===== src/rtl/multicycle_core.sv =====
// Multi-cycle core: instructions are fetched over a req/ack handshake, then decoded, executed
// and written back in separate states against a 32-entry register bank.
module multicycle_core #(
  parameter int unsigned DATA_W = 32,
  parameter int unsigned PC_W   = 5
) (
  input  logic              clk,
  input  logic              rst,
  output logic              imem_req,
  output logic [PC_W-1:0]   imem_addr,
  input  logic              imem_ack,
  input  logic [31:0]       imem_data,
  output logic [DATA_W-1:0] salida,
  output logic              wb_valid,
  output logic [PC_W-1:0]   pc,
  output logic              halted
);
  localparam logic [5:0] OpRtype = 6'b000000;
  localparam logic [5:0] OpAddi  = 6'b001000;
  localparam logic [5:0] OpBeq   = 6'b000100;
  localparam logic [5:0] OpHalt  = 6'b111111;
  localparam logic [5:0] FnAdd   = 6'b100000;
  localparam logic [5:0] FnSub   = 6'b100010;
  localparam logic [5:0] FnAnd   = 6'b100100;
  localparam logic [5:0] FnOr    = 6'b100101;
  localparam logic [5:0] FnSlt   = 6'b101010;

  typedef enum logic [2:0] {StFetch, StDecode, StExecute, StWriteback, StHalt} state_e;
  state_e state_q, state_d;

  logic [31:0]       ir_q, ir_d;
  logic [DATA_W-1:0] a_q, a_d, b_q, b_d, alu_q, alu_d, salida_q, salida_d;
  logic [PC_W-1:0]   pc_q, pc_d;
  logic [DATA_W-1:0] regs_q [32];

  logic [5:0]        opcode, funct;
  logic [4:0]        rs, rt, rd, dst;
  logic [DATA_W-1:0] imm_ext, alu_res;
  logic [PC_W-1:0]   imm_pc;
  logic              do_wb, beq_taken, wr_en;
  logic              unused_shamt;

  assign opcode       = ir_q[31:26];
  assign rs           = ir_q[25:21];
  assign rt           = ir_q[20:16];
  assign rd           = ir_q[15:11];
  assign funct        = ir_q[5:0];
  assign unused_shamt = ^ir_q[10:6];

  // Sign-extend the 16-bit immediate, or truncate it when the target is narrower.
  always_comb begin
    imm_ext = '0;
    for (int i = 0; i < int'(DATA_W); i++) imm_ext[i] = (i < 16) ? ir_q[i % 16] : ir_q[15];
    imm_pc = '0;
    for (int i = 0; i < int'(PC_W); i++) imm_pc[i] = (i < 16) ? ir_q[i % 16] : ir_q[15];
  end

  always_comb begin
    alu_res = '0;
    do_wb   = 1'b0;
    dst     = rd;
    case (opcode)
      OpRtype: begin
        do_wb = 1'b1;
        case (funct)
          FnAdd:   alu_res = a_q + b_q;
          FnSub:   alu_res = a_q - b_q;
          FnAnd:   alu_res = a_q & b_q;
          FnOr:    alu_res = a_q | b_q;
          FnSlt:   alu_res = ($signed(a_q) < $signed(b_q)) ? DATA_W'(1) : '0;
          default: do_wb = 1'b0;
        endcase
      end
      OpAddi: begin
        do_wb   = 1'b1;
        dst     = rt;
        alu_res = a_q + imm_ext;
      end
      default: ;
    endcase
  end

  assign beq_taken = (opcode == OpBeq) && (a_q == b_q);
  assign wr_en     = (state_q == StWriteback) && (dst != 5'd0);

  always_ff @(posedge clk or posedge rst) begin
    if (rst) state_q <= StFetch;
    else     state_q <= state_d;
  end

  always_comb begin
    state_d = state_q;
    unique case (state_q)
      StFetch:     if (imem_ack) state_d = StDecode;
      StDecode:    state_d = (opcode == OpHalt) ? StHalt : StExecute;
      StExecute:   state_d = do_wb ? StWriteback : StFetch;
      StWriteback: state_d = StFetch;
      StHalt:      state_d = StHalt;
      default:     state_d = StFetch;
    endcase
  end

  // During reset the FSM already sits in FETCH, so the request is masked until release.
  always_comb begin
    imem_req = 1'b0;
    wb_valid = 1'b0;
    halted   = 1'b0;
    unique case (state_q)
      StFetch:     imem_req = !rst;
      StWriteback: wb_valid = 1'b1;
      StHalt:      halted   = 1'b1;
      default: ;
    endcase
  end

  always_comb begin
    ir_d     = ir_q;
    a_d      = a_q;
    b_d      = b_q;
    alu_d    = alu_q;
    salida_d = salida_q;
    pc_d     = pc_q;
    unique case (state_q)
      StFetch: if (imem_ack) ir_d = imem_data;
      StDecode: begin
        a_d = regs_q[rs];
        b_d = regs_q[rt];
      end
      StExecute: begin
        alu_d = alu_res;
        // salida is loaded here so it is already valid in the WRITEBACK cycle.
        if (do_wb)          salida_d = alu_res;
        else if (beq_taken) pc_d     = pc_q + PC_W'(1) + imm_pc;
        else                pc_d     = pc_q + PC_W'(1);
      end
      StWriteback: pc_d = pc_q + PC_W'(1);
      default: ;
    endcase
  end

  always_ff @(posedge clk or posedge rst) begin
    if (rst) begin
      ir_q     <= '0;
      a_q      <= '0;
      b_q      <= '0;
      alu_q    <= '0;
      salida_q <= '0;
      pc_q     <= '0;
    end else begin
      ir_q     <= ir_d;
      a_q      <= a_d;
      b_q      <= b_d;
      alu_q    <= alu_d;
      salida_q <= salida_d;
      pc_q     <= pc_d;
    end
  end

  always_ff @(posedge clk or posedge rst) begin
    if (rst) begin
      for (int i = 0; i < 32; i++) regs_q[i] <= '0;
    end else if (wr_en) begin
      regs_q[dst] <= alu_q;
    end
  end

  assign imem_addr = pc_q;
  assign pc        = pc_q;
  assign salida    = salida_q;

endmodule


===== config.mk =====
export PLATFORM = sky130hd
export DESIGN_NAME = multicycle_core
export DESIGN_NICKNAME = d
export VERILOG_FILES = /design/src/rtl/multicycle_core.sv
export SDC_FILE = /design/constraint.sdc
export NUM_CORES = 2
export LEC_CHECK = 0
export CAP_MARGIN = 20
export CORE_MARGIN = 2
export CORE_UTILIZATION = 60
export CTS_CLUSTER_DIAMETER = 60
export DETAILED_ROUTE_END_ITERATION = 6
export GPL_ROUTABILITY_DRIVEN = 0
export PLACE_DENSITY = 0.74
export SYNTH_ARGS = -nofsm -noshare
export SYNTH_HDL_FRONTEND = slang
export SYNTH_SLANG_ARGS = --single-unit

===== constraint.sdc =====
create_clock -name clk -period 68.4 [get_ports clk]
set_clock_uncertainty 0.05 [all_clocks]
set_input_delay 6.84 -clock clk [delete_from_list [all_inputs] [get_ports clk]]
set_output_delay 6.84 -clock clk [all_outputs]
set_load 0.005 [all_outputs]

---- Word-level counts from Yosys, hierarchy flattened ----
Index checks and enable logic that the tools add are counted.
storage, ports and cells
  output and inout bits ................... 45
  flip-flop bits (word level) ............. 1,192
cells by class
  muxes and demuxes ....................... 25
  $lt $le $gt $ge ......................... 5
  add/subtract/negate cells ............... 5
  eq/ne operators ......................... 15
  reductions and logical operators ........ 12
  bitwise operators ....................... 5
operators by type and width
  kind                number
  $bwmux 1024         1
  $bmux 32 s5         2
  $demux 32 s5        1
  $mux 32             5
  $pmux 32 s5         1
  $add 32x32->32      2
  $pmux 32 s2         1
  $eq 6x6->1 const B  6
  $and 32x32->32      1
  $eq 32x32->1        1
  $lt 32x32->1        1
  $or 32x32->32       1
  $sub 32x32->32      1
  $ge 6x6->1 const B  3
  $not 5->6           3
  $mux 5              3
  $pmux 3 s4          1
  $pmux 5 s2          1
  $eq 3x2->1 const B  2
  $eq 6x3->1 const B  1
  $eq 6x4->1 const B  1
  $logic_not 6->1     1
  $lt 6x1->1 const B  1
  $mux 3              2
  other kinds (15)    24

---- Depth between registers and ports, before layout ----
  depth in word-level cells ............... 8
  gate-level depth with buffers ........... 14
  depth with buffers taken out ............ 14

---- Worst setup path after synthesis ----
OpenSTA, ideal clock, no wires.
  path type ............................... input to output
  start point ............................. input port rst
  end point ............................... output port imem_req
  required time ........................... 61.510 ns
  arrival time ............................ 7.056 ns
  slack ................................... 54.454 ns
  path buffers ............................ 0
  stages on the path ...................... 1
  cell sequence ........................... nor4_1
on the way
  word-level cells in the longest chain between the ends .. 2
ends and longest elaborated chain
  what                       line  RTL
  start, declared            8     input logic rst,
  $logic_not 1->1 (no line)  n/a
  $mux 1                     108   unique case (state_q)
  end, declared              9     output logic imem_req,
Every way passes these cells.

---- Final worst setup path ----
Ends and elaborated chain as after synthesis.

==> flow_summary.toml <==
[status]
outcome = "complete, no violations"

[setup_path]
worstPathCellList = "clkdlybuf4s50_1 > nor4_1 > clkdlybuf4s50_1"
startpoint = "rst"
path_common_cell = "clkdlybuf4s50_1"
reg2reg_depth = 7
crit_path_start_kind = "input pin"
cp_slowest_stage_delay_ns = 0.56
crit_slowest_cell = "clkdlybuf4s50_1"
endpoint_kind = "primary output"
worstPathRequired_ns = 61.51
worstReg2RegEnd = "a_q[28]"
path_delay_family = "buffers and inverters"
crit_type = "input pin to primary output"
cp_max_fo = 2
regToRegSetupSlack_ns = 63.48
crit_cells = 3
critPathBufInv = 2
cp_data_arrival_time_ns = 8.18
setup.worst_path.end = "imem_req"
r2r_start = "ir_q[22]"

[synthesis]
synth_top_area_share_pct = 44.70
ys.warnings.count = 0
yosysUniqueCellTypes = 84
ys_seq_area_share_pct = 44.70
synth_edf_count = 0
synth_top_area_cell = "dfrtp_1"
netlist_area_um2 = 66730
syn_nets = 4883
synthArstFlopShare_pct = 100.0
ys_ff_latch = 1192
synthCells = 4712
synth-main-ff-cell = "dfrtp_1"
syn_avg_cell_area_um2 = 14.16
synth_area_leaders = "dfrtp_1, mux4_2, mux2_2, ha_1, clkbuf_1"

[flow_run]
max_cap_violations = 0

[grt]
overflow = 0
grt_pass1_vias = 43780
grt_antenna_before_repair = 5
grtUsageTotal_pct = 34.45
grt_pass1_wl_mm = 285.8
grt_max_degree = 155

[timing]
hold_viol = 0
finalCriticalPeriod_ns = 15.07
maxSlewViolCount = 0
fmax_mhz = 66.34
worst_slew_pin_slew_ns = 1.225
min_period_over_period_pct = 22.04
maxSlewHeadroom_pct = 18.33
finalSetupViolCount = 0
rsz0062_at_grt = "no"
setup_tns_ns = 0

[routing]
drtIter0Drc = 4813
avgRoutedWirePerCell_um = 31.15
drcViolationCount = 0
ant_nets = 0
drtPass1Iterations = 7
vias = 43540
wirelength_mm = 192.0
vias_per_cell = 7.063

[placed_design]
dp_hpwl_mm = 114.1
io_buffer_count = 79
dp_cells = 5910
placed_cell_area_um2 = 68510

[clock_tree]
cts_buffers = 135
root_buffer = "clkbuf_16"
clkLatencyLatePin_ns = 0.76
ctsHoldBuffers = 0
ctsResizeCount = 0
cts_buffer_depth = 3
cts_tree = "built"
cts.sinks = 1192
clk_pin_slew_ns = 0.06
postCtsSetupRepairBufs = 0
cts_max_level = 4

[pwr]
power.share.switching_pct = 39.34
pwr-share-comb_pct = 40.5
p_seq_share_pct = 33.4
power_mw = 2.826
internal_power_mw = 1.714
p_leak_nw = 33.26
power.density_nw_per_um2 = 38.58
ir_drop_mv = 0.03733
switchingPower_mw = 1.112
clock_power_share_pct = 26.1

[finish]
fin_nets = 4740
design_area_um2 = 73250
final_common_cell = "dfrtp_1"
areaGrowthSynthToFinish_pct = 9.783
fin_util_pct = 66.28
final_cell_mix = "dfrtp_1, mux2_2, mux4_2, a21oi_1, nor2_1"
drive_gt1_share_pct = 44.19
fin_cells = 6165

[die]
die_y_um = 337.5
fp.coreArea_um2 = 110500
dieArea_um2 = 113900
die_x_um = 337.5
ios = 80
fp-row-count = 122
start_util_pct = 60.38

[hold_path]
hold_path_class = "flop to flop"
synthesized netlist by cell type (9+ instances only):
library cell / number
xor2_1: 12
a31o_2: 9
inv_1: 105
o31ai_1: 11
o21ai_1: 11
mux4_2: 640
ha_1: 132
a21oi_1: 189
nor3_1: 34
buf_1: 54
o21ai_0: 88
nor2b_1: 21
o221ai_1: 14
a21o_1: 37
clkbuf_1: 284
nand2b_1: 17
mux2i_1: 71
a211oi_1: 14
xnor2_1: 52
dfrtp_1: 1192
mux2_2: 1023
buf_2: 120
a31oi_1: 20
o21a_1: 14
a221oi_1: 9
nand3_1: 22
o22ai_1: 11
nand2_1: 143
nor2_1: 187
and3_1: 10
area by class of cell:
cell class              instances  area [µm²]
diodes                          4       10.01
clock buffers                 188        3882
clock inverters                53       614.3
fillers                      7797       37260
inverters                     107       409.1
multi-input cells            2950       34800
flip-flops and latches       1192       29870
well taps                    1488        1862
repair buffers                183        1812
metal layers:
layer	global-route usage [%]	up-vias	routed length (µm)
li1	-	17650	-
met1	47.68	23130	76070
met2	51.96	2238	87540
met3	8.868	523	19220
met4	15.25	4	9110
met5	0.4255	-	75
kinds of logic after synthesis:
group / share of synthesized area, %
AO/OA/AOI/OAI: 5.099
multiplexers: 39.93
flip-flops: 44.70
XOR/XNOR: 0.8401
AND/OR/NAND/NOR: 3.372
buffers and inverters: 3.460
adder cells (fa/ha/maj): 2.595
power groups by stage:
| stage | registers, mW | clock network, mW | logic, mW |
|---|---|---|---|
| 3_3_place_gp | 0.949 | 0 | 1.11 |
| 3_5_place_dp | 0.955 | 0 | 1.12 |
| 4_1_cts | 0.942 | 0.746 | 1.12 |
| 2_1_floorplan | 0.851 | 0 | 0.902 |
| 6_report | 0.943 | 0.738 | 1.14 |
| 5_1_grt | 0.955 | 0.774 | 1.23 |
how the worst min path moves through the flow:
stage	start	endpoint	slack (ns)	cells after the start
floorplan	regs_q[1000]	regs_q[1000]	0.39	1
global placement	regs_q[999]	regs_q[999]	0.33	0
detailed placement	regs_q[1004]	regs_q[1004]	0.33	0
CTS	regs_q[993]	regs_q[993]	0.35	0
global route	regs_q[1002]	regs_q[1002]	0.36	0
finish	regs_q[1014]	regs_q[1014]	0.34	0
registers in the layout (all words and copies together), names as in the netlist:
name and flops:
regs_q 1024, ir_q 32, imem_addr 5, state_q 3
a_q 32, b_q 32, alu_q 32, salida 32
through the flow:
stage	hold slack [ns]	worst slack [ns]
final	0.3412	53.33
after detailed placement	0.3320	53.34
after global routing	0.3569	53.28
after CTS	0.3459	53.32
after global placement	0.3263	53.31
after floorplan	0.3913	27.93
Power figures use the tool's default switching activity.
